[config.mk]
export PLATFORM = sky130hd
export DESIGN_NAME = sprite_renderer_scaled
export DESIGN_NICKNAME = d
export VERILOG_FILES = /design/src/rtl/sprite_renderer_scaled.sv
export SDC_FILE = /design/constraint.sdc
export NUM_CORES = 1
export LEC_CHECK = 0
export BUFFER_PORTS_ARGS = -buffer_cell sky130_fd_sc_hd__buf_2
export CELL_PAD_IN_SITES_DETAIL_PLACEMENT = 0
export CELL_PAD_IN_SITES_GLOBAL_PLACEMENT = 2
export CORE_MARGIN = 3
export CORE_UTILIZATION = 30
export DETAILED_ROUTE_END_ITERATION = 6
export PLACE_DENSITY = 0.77
export SYNTH_ARGS = -nofsm -noshare
export SYNTH_HDL_FRONTEND = slang
export SYNTH_SLANG_ARGS = --single-unit
[constraint.sdc]
create_clock -name clk -period 5.2 [get_ports clk]
set_input_delay 0.52 -clock clk [delete_from_list [all_inputs] [get_ports clk]]
set_output_delay 0.52 -clock clk [all_outputs]
set_load 0.1 [all_outputs]
[src/rtl/sprite_renderer_scaled.sv]
// Scaled sprite renderer: fetches one sprite line from a byte-wide ROM into a line buffer,
// then shifts it out on gfx with optional mirroring and 2x horizontal/vertical scaling.
module sprite_renderer_scaled #(
  parameter int SPR_W = 16,
  parameter int SPR_H = 16,
  parameter int AW    = 5
) (
  input  logic          clk,
  input  logic          reset_n,
  input  logic          vstart,
  input  logic          load,
  input  logic          hstart,
  input  logic          hmirror,
  input  logic          vmirror,
  input  logic          xscale,
  input  logic          yscale,
  output logic [AW-1:0] rom_addr,
  input  logic [7:0]    rom_bits,
  output logic          gfx,
  output logic          busy,
  output logic          frame_done
);

  localparam int BW  = SPR_W / 8;
  localparam int LBW = $clog2(BW);
  localparam int BIW = (LBW > 0) ? LBW : 1;
  localparam int RW  = $clog2(SPR_H);
  localparam int XW  = $clog2(SPR_W);

  localparam logic [BIW-1:0] B_LAST = BIW'(BW - 1);
  localparam logic [RW-1:0]  R_LAST = RW'(SPR_H - 1);
  localparam logic [XW-1:0]  X_LAST = XW'(SPR_W - 1);

  typedef enum logic [2:0] {
    IDLE,
    WAIT_LOAD,
    FETCH_SETUP,
    FETCH_CAPTURE,
    WAIT_HSTART,
    DRAW
  } state_t;

  state_t state, next_state;

  logic             hm, vm, xs, ys;
  logic             ysub, xsub;
  logic [RW-1:0]    row;
  logic [BIW-1:0]   byte_index;
  logic [XW-1:0]    xcount;
  logic [SPR_W-1:0] linebuf;
  logic [XW-1:0]    px;
  logic             last_byte, line_end, last_row;

  assign last_byte = (byte_index == B_LAST);
  assign line_end  = (xcount == X_LAST) && (!xs || xsub);
  assign last_row  = (row == R_LAST);
  assign px        = hm ? (X_LAST - xcount) : xcount;
  assign busy      = (state != IDLE);

  // Row field is vertically mirrored before being packed above the byte index.
  function automatic logic [AW-1:0] fetch_addr(input logic mir, input logic [RW-1:0] r,
                                               input logic [BIW-1:0] b);
    logic [RW-1:0] eff;
    eff = mir ? (R_LAST - r) : r;
    return (AW'(eff) << LBW) | AW'(b);
  endfunction

  always_ff @(posedge clk or negedge reset_n) begin
    if (!reset_n) state <= IDLE;
    else          state <= next_state;
  end

  always_comb begin
    next_state = state;
    case (state)
      IDLE:          if (vstart) next_state = WAIT_LOAD;
      WAIT_LOAD:     if (load) next_state = FETCH_SETUP;
      FETCH_SETUP:   next_state = FETCH_CAPTURE;
      FETCH_CAPTURE: next_state = last_byte ? WAIT_HSTART : FETCH_SETUP;
      WAIT_HSTART:   if (hstart) next_state = DRAW;
      DRAW: begin
        if (line_end) begin
          if (ys && !ysub) next_state = WAIT_LOAD;
          else             next_state = last_row ? IDLE : WAIT_LOAD;
        end
      end
      default:       next_state = IDLE;
    endcase
  end

  always_ff @(posedge clk or negedge reset_n) begin
    if (!reset_n) begin
      hm         <= 1'b0;
      vm         <= 1'b0;
      xs         <= 1'b0;
      ys         <= 1'b0;
      ysub       <= 1'b0;
      xsub       <= 1'b0;
      row        <= '0;
      byte_index <= '0;
      xcount     <= '0;
      linebuf    <= '0;
      rom_addr   <= '0;
      gfx        <= 1'b0;
      frame_done <= 1'b0;
    end else begin
      gfx        <= 1'b0;
      frame_done <= 1'b0;
      case (state)
        IDLE: begin
          if (vstart) begin
            hm   <= hmirror;
            vm   <= vmirror;
            xs   <= xscale;
            ys   <= yscale;
            row  <= '0;
            ysub <= 1'b0;
          end
        end
        WAIT_LOAD: begin
          byte_index <= '0;
          xcount     <= '0;
          xsub       <= 1'b0;
          if (load) rom_addr <= fetch_addr(vm, row, '0);
        end
        FETCH_CAPTURE: begin
          for (int b = 0; b < BW; b++) begin
            if (byte_index == BIW'(b)) linebuf[8*b +: 8] <= rom_bits;
          end
          if (!last_byte) begin
            byte_index <= byte_index + BIW'(1);
            rom_addr   <= fetch_addr(vm, row, byte_index + BIW'(1));
          end
        end
        DRAW: begin
          gfx  <= linebuf[px];
          xsub <= xs ? ~xsub : 1'b0;
          if (!xs || xsub) xcount <= xcount + XW'(1);
          // With vertical doubling the first pass of a row re-fetches the same row.
          if (line_end) begin
            if (ys && !ysub) begin
              ysub <= 1'b1;
            end else begin
              ysub <= 1'b0;
              row  <= row + RW'(1);
              if (last_row) frame_done <= 1'b1;
            end
          end
        end
        default: ;
      endcase
    end
  end

endmodule

# --- Word level (Yosys, flattened, before mapping) ---
# Cells that the tools add are included.
totals:
  regBits: 41
  latch_bits: 0
  ramBits: 0
  rom_bits: 0
  inputBits: 17
  out_inout_bits: 8
  mem_count: 0
classes:
  addsub: 5
  n_mul: 0
  div_mod_pow: 0
  order_cmp: 1
  eq_ne: 14
  n_shift: 0
  mux: 34
  bitwise_logic: 3
  n_reduce_logical: 18
ops:
  columns: ["op", "count"]
  rows:
  - ["$mux W4", 6]
  - ["$pmux W3 S6", 1]
  - ["$pmux W4 S2", 2]
  - ["$mux W3", 5]
  - ["$ne A2 B2 Y1 const B", 7]
  - ["$mux W1", 13]
  - ["$mux W5", 2]
  - ["$pmux W5 S2", 1]
  - ["$add A4 B1 Y4 const B", 2]
  - ["$eq A4 B4 Y1 const B", 2]
  - ["$reduce_and A2 Y1", 4]
  - ["$reduce_and A4 Y1", 2]
  - ["$sub A4 B4 Y4 const A", 2]
  - ["$eq A3 B2 Y1 const B", 2]
  - ["$eq A3 B3 Y1 const B", 2]
  - ["$pmux W1 S2", 3]
  - ["$reduce_and A3 Y1", 2]
  - ["$reduce_bool A2 Y1", 3]
  - ["$lt A4 B5 Y1 const B", 1]
  - ["$or A5 B1 Y5", 1]
  - ["$bmux W1 S4", 1]
  - ["$eq A3 B1 Y1 const B", 1]
  - ["$logic_not A3 Y1", 1]
  - ["$reduce_bool A3 Y1", 1]
  - ["other kinds (5)", 8]

# --- Longest topological paths before layout ---
depth:
  depth_word: 5
  ltp_mapped: 6
  ltp_nobuf: 6

# --- Worst setup path after synthesis ---
# OpenSTA, ideal clock, no wires.
synth_path:
  path_kind: "register to register"
  from: "register state[0]"
  to: "register row[3]"
  setup_time_ns: 0.069
  arrival_time_ns: 1.927
  required_ns: 5.131
  setup_slack_ns: 3.204
  path_stages_with_launch: 6
  path_cell_list: "dfrtp_1 -> nor3_2 -> inv_1 -> a41oi_4 -> or4_1 -> nand3_1"
synth_via:
  elab_chain_len: 3
synth_rtl:
  columns: ["item", "line", "rtl"]
  rows:
  - ["from (decl)", "43", "state_t state, next_state;"]
  - ["from (signal assigned)", "70", "else state <= next_state;"]
  - ["$eq A3 B3 Y1 or $logic_not A3 Y1 (tied branches)", "109", "case (state)"]
  - ["$ne A2 B2 Y1 (no line) or $reduce_bool A2 Y1 (tied branches)", null, null]
  - ["$reduce_and A4 Y1 (no line)", null, null]
  - ["to (signal assigned)", "145", "row <= row + RW'(1);"]
  - ["to (decl)", "47", "logic [RW-1:0] row;"]
# Several ways; a longest one is shown, not always the timed one.
# A chain may end at the register's enable or synchronous reset.

# --- Final worst setup path ---
layout_path:
  from: "register state[2]"
  to: "output busy"
layout_via:
  elab_chain_len: 1
layout_rtl:
  columns: ["item", "line", "rtl"]
  rows:
  - ["$reduce_bool A3 Y1", "58", "assign busy = (state != IDLE);"]
  - ["to (decl)", "20", "output logic busy,"]
# Every way passes these cells.

==> results.ini <==
[timing]
finalHoldViolations=0
timing.slew.headroom_pct=39.0
setup_viol=0
max_slew.worst_pin.slew_ns=0.915
layout_setup_ws_ns=3.02
timing.fmax_mhz=458
fin_crit_ns=2.18
slew_violations=0
tns_ns=0
rsz0062_at_grt=no
period_share_pct=41.9
whs_ns=0.354
fin_skew_ns=0.00715

[floorplan]
die-area_um2=8310
pin_count=25
start_util_pct=31.5
num_rows=30
core_area_um2=6910
fp.dieH_um=91.2
die_width_um=91.2

[pwr]
p_total_uw=1430
leakagePower_uw=0.00105
power_density_nw_per_um2=584
ir_drop_mv=0.138

[synthesis]
synth_top_family_by_area=compound AO/OA/AOI/OAI gates
ys_seq_area_share_pct=47.2
synthMuxAreaShare_pct=11.3
syn_inst=216
avgSynthCellArea_um2=10.1
synth_top_area_share_pct=47.2
ys_warn_count=0
synth_xor_area_share_pct=2.42
synth_simple_gate_area_share_pct=15.8
synth_common_cells=dfrtp_1 (41), o21ai_0 (21), nand2_1 (20)
syn_area_um2=2180
yosysTopAreaCell=dfrtp_1
synth-edff-count=0
ys_ff_latch=41
async_flop_share_pct=100
synth_compound_area_share_pct=18.5
synthDistinctLibCells=46
synthAdderAreaFrac_pct=1.15
synth_area_leaders=dfrtp_1 (47%), mux2_2 (9.8%), o21ai_0 (4.8%)
syn-num-nets=235
synthFlopType=dfrtp_1
yosysMostFrequentCell=dfrtp_1

[cts]
clock_latency_ns=0.29
clock_path_buffers=2
path_clk_slew_ns=0.09
ctsHoldBuffers=0
cts_buffers=5
cts-resized-gates=0
cts_setup_buffers=0
cts_root_buf=clkbuf_8
cts_num_sinks=41
cts_max_level=2
cts_tree=built

[detailed_routing]
viasPerCell=4.96
ant_nets=0
drc=0
wirelength_mm=4.66
drt_iter0_drc=84
num_vias=1646
drtPass1Iterations=4
wl_per_cell_um=14.0

[placement]
place_ws_ns=3.11
dp_hpwl_mm=3.34
place_congestion=0.819
portBuffers=24

[setup_path]
worstSetupPathType=reg -> out
cp_max_fo=14
crit_path_start_kind=register
crit_required_ns=4.68
worstPathArrival_ns=1.66
cp-end-kind=primary output

[worst_hold_path]
holdCritPathClass=in -> async

[final_layout]
drive_gt1_share_pct=23.3
area_delta_synth_final_pct=12.4
finalNetCount=254
utilization_pct=35.4
antenna_cells=0

[grt]
grt_overflow_total=0
gr-usage-all-layers_pct=12.1
antenna_found_initial=0
grt_pass1_wl_mm=8.12
first_global_vias=1639
grt_max_degree=42

[status]
status=finished clean

[job]
drv_cap=0

## registers in the layout (all words and copies together) (netlist names)
signal	flops
xsub	1
ysub	1
byte_index	1
vm	1
frame_done	1
linebuf	16
xs	1
rom_addr	5
gfx	1
hm	1
row	4
state	3
xcount	4
ys	1
## logic make-up after synthesis
family	after synthesis
AO/OA/AOI/OAI	59
buffers and inverters	18
XOR/XNOR	6
adder cells (fa/ha/maj)	2
flip-flops	41
multiplexers	22
AND/OR/NAND/NOR	68
## worst max-delay path, stage by stage, from the launching register on
cell and delay (ns):
dfrtp_1 0.64, nor3_2 0.10, inv_1 0.17, buf_2 0.46
## layer usage
metal	up-vias	part of all wire, %	track usage [%]
met5	-	0	0
met4	0	1.3	4.40
met2	26	46	18.9
met3	4	3.0	2.65
li1	826	-	-
met1	790	50	16.4
## through the flow
step	std cells	instance area (um2)
after floorplan	216	2180
after global placement	324	2360
after detailed placement	324	2360
after CTS	332	2440
after global routing	332	2440
final	332	2440
## layout by cell type (no fill, tap or decap), types with 2 or more instances in the layout
| cell | instances |
|---|---|
| dfrtp_1 | 41 |
| buf_2 | 24 |
| o21ai_0 | 21 |
| nand2_1 | 20 |
| mux2_2 | 19 |
| nor2_1 | 11 |
| nand3_1 | 8 |
| a21oi_1 | 7 |
| inv_1 | 6 |
| nand2b_1 | 6 |
| o221ai_1 | 5 |
| a211oi_1 | 5 |
| nor2b_1 | 5 |
| xnor2_1 | 5 |
| clkbuf_8 | 5 |
| nor3_1 | 4 |
| o22ai_1 | 4 |
| and2_1 | 4 |
| o311ai_0 | 3 |
| nand4_1 | 2 |
| o22a_1 | 2 |
| mux2i_1 | 2 |
| o21ai_1 | 2 |
| ha_1 | 2 |
| clkinv_2 | 2 |
## report_power, final
group | switching [uW] | total (uW) | internal (uW) | leakage, uW
Sequential | 157 | 583 | 426 | 0.000507
Clock | 115 | 208 | 92.7 | 0.0000439
Combinational | 399 | 637 | 238 | 0.000494
## cell type report
class	instances	area, um2
Fill cell	734	4460
Multi-Input combinational cell	157	1070
Sequential cell	41	1030
Timing Repair Buffer	24	120
Tap cell	96	120
Clock buffer	5	68.8
Inverter	6	22.5
Clock inverter	3	17.5
## final timing paths
check | endpoint | from | depth (start not counted) | slack [ns]
setup / recovery | busy | state[2] | 3 | 3.02
hold / removal | rom_addr[1] | reset_n | 1 | 0.35
setup reg to reg | row[3] | xcount[0] | 6 | 3.07
hold reg to reg | rom_addr[4] | rom_addr[4] | 2 | 0.47
max in group asynchronous | linebuf[2] | reset_n | 1 | 4.27
min in group clk | hm | hmirror | 3 | 0.45
Power figures use the tool's default switching activity.
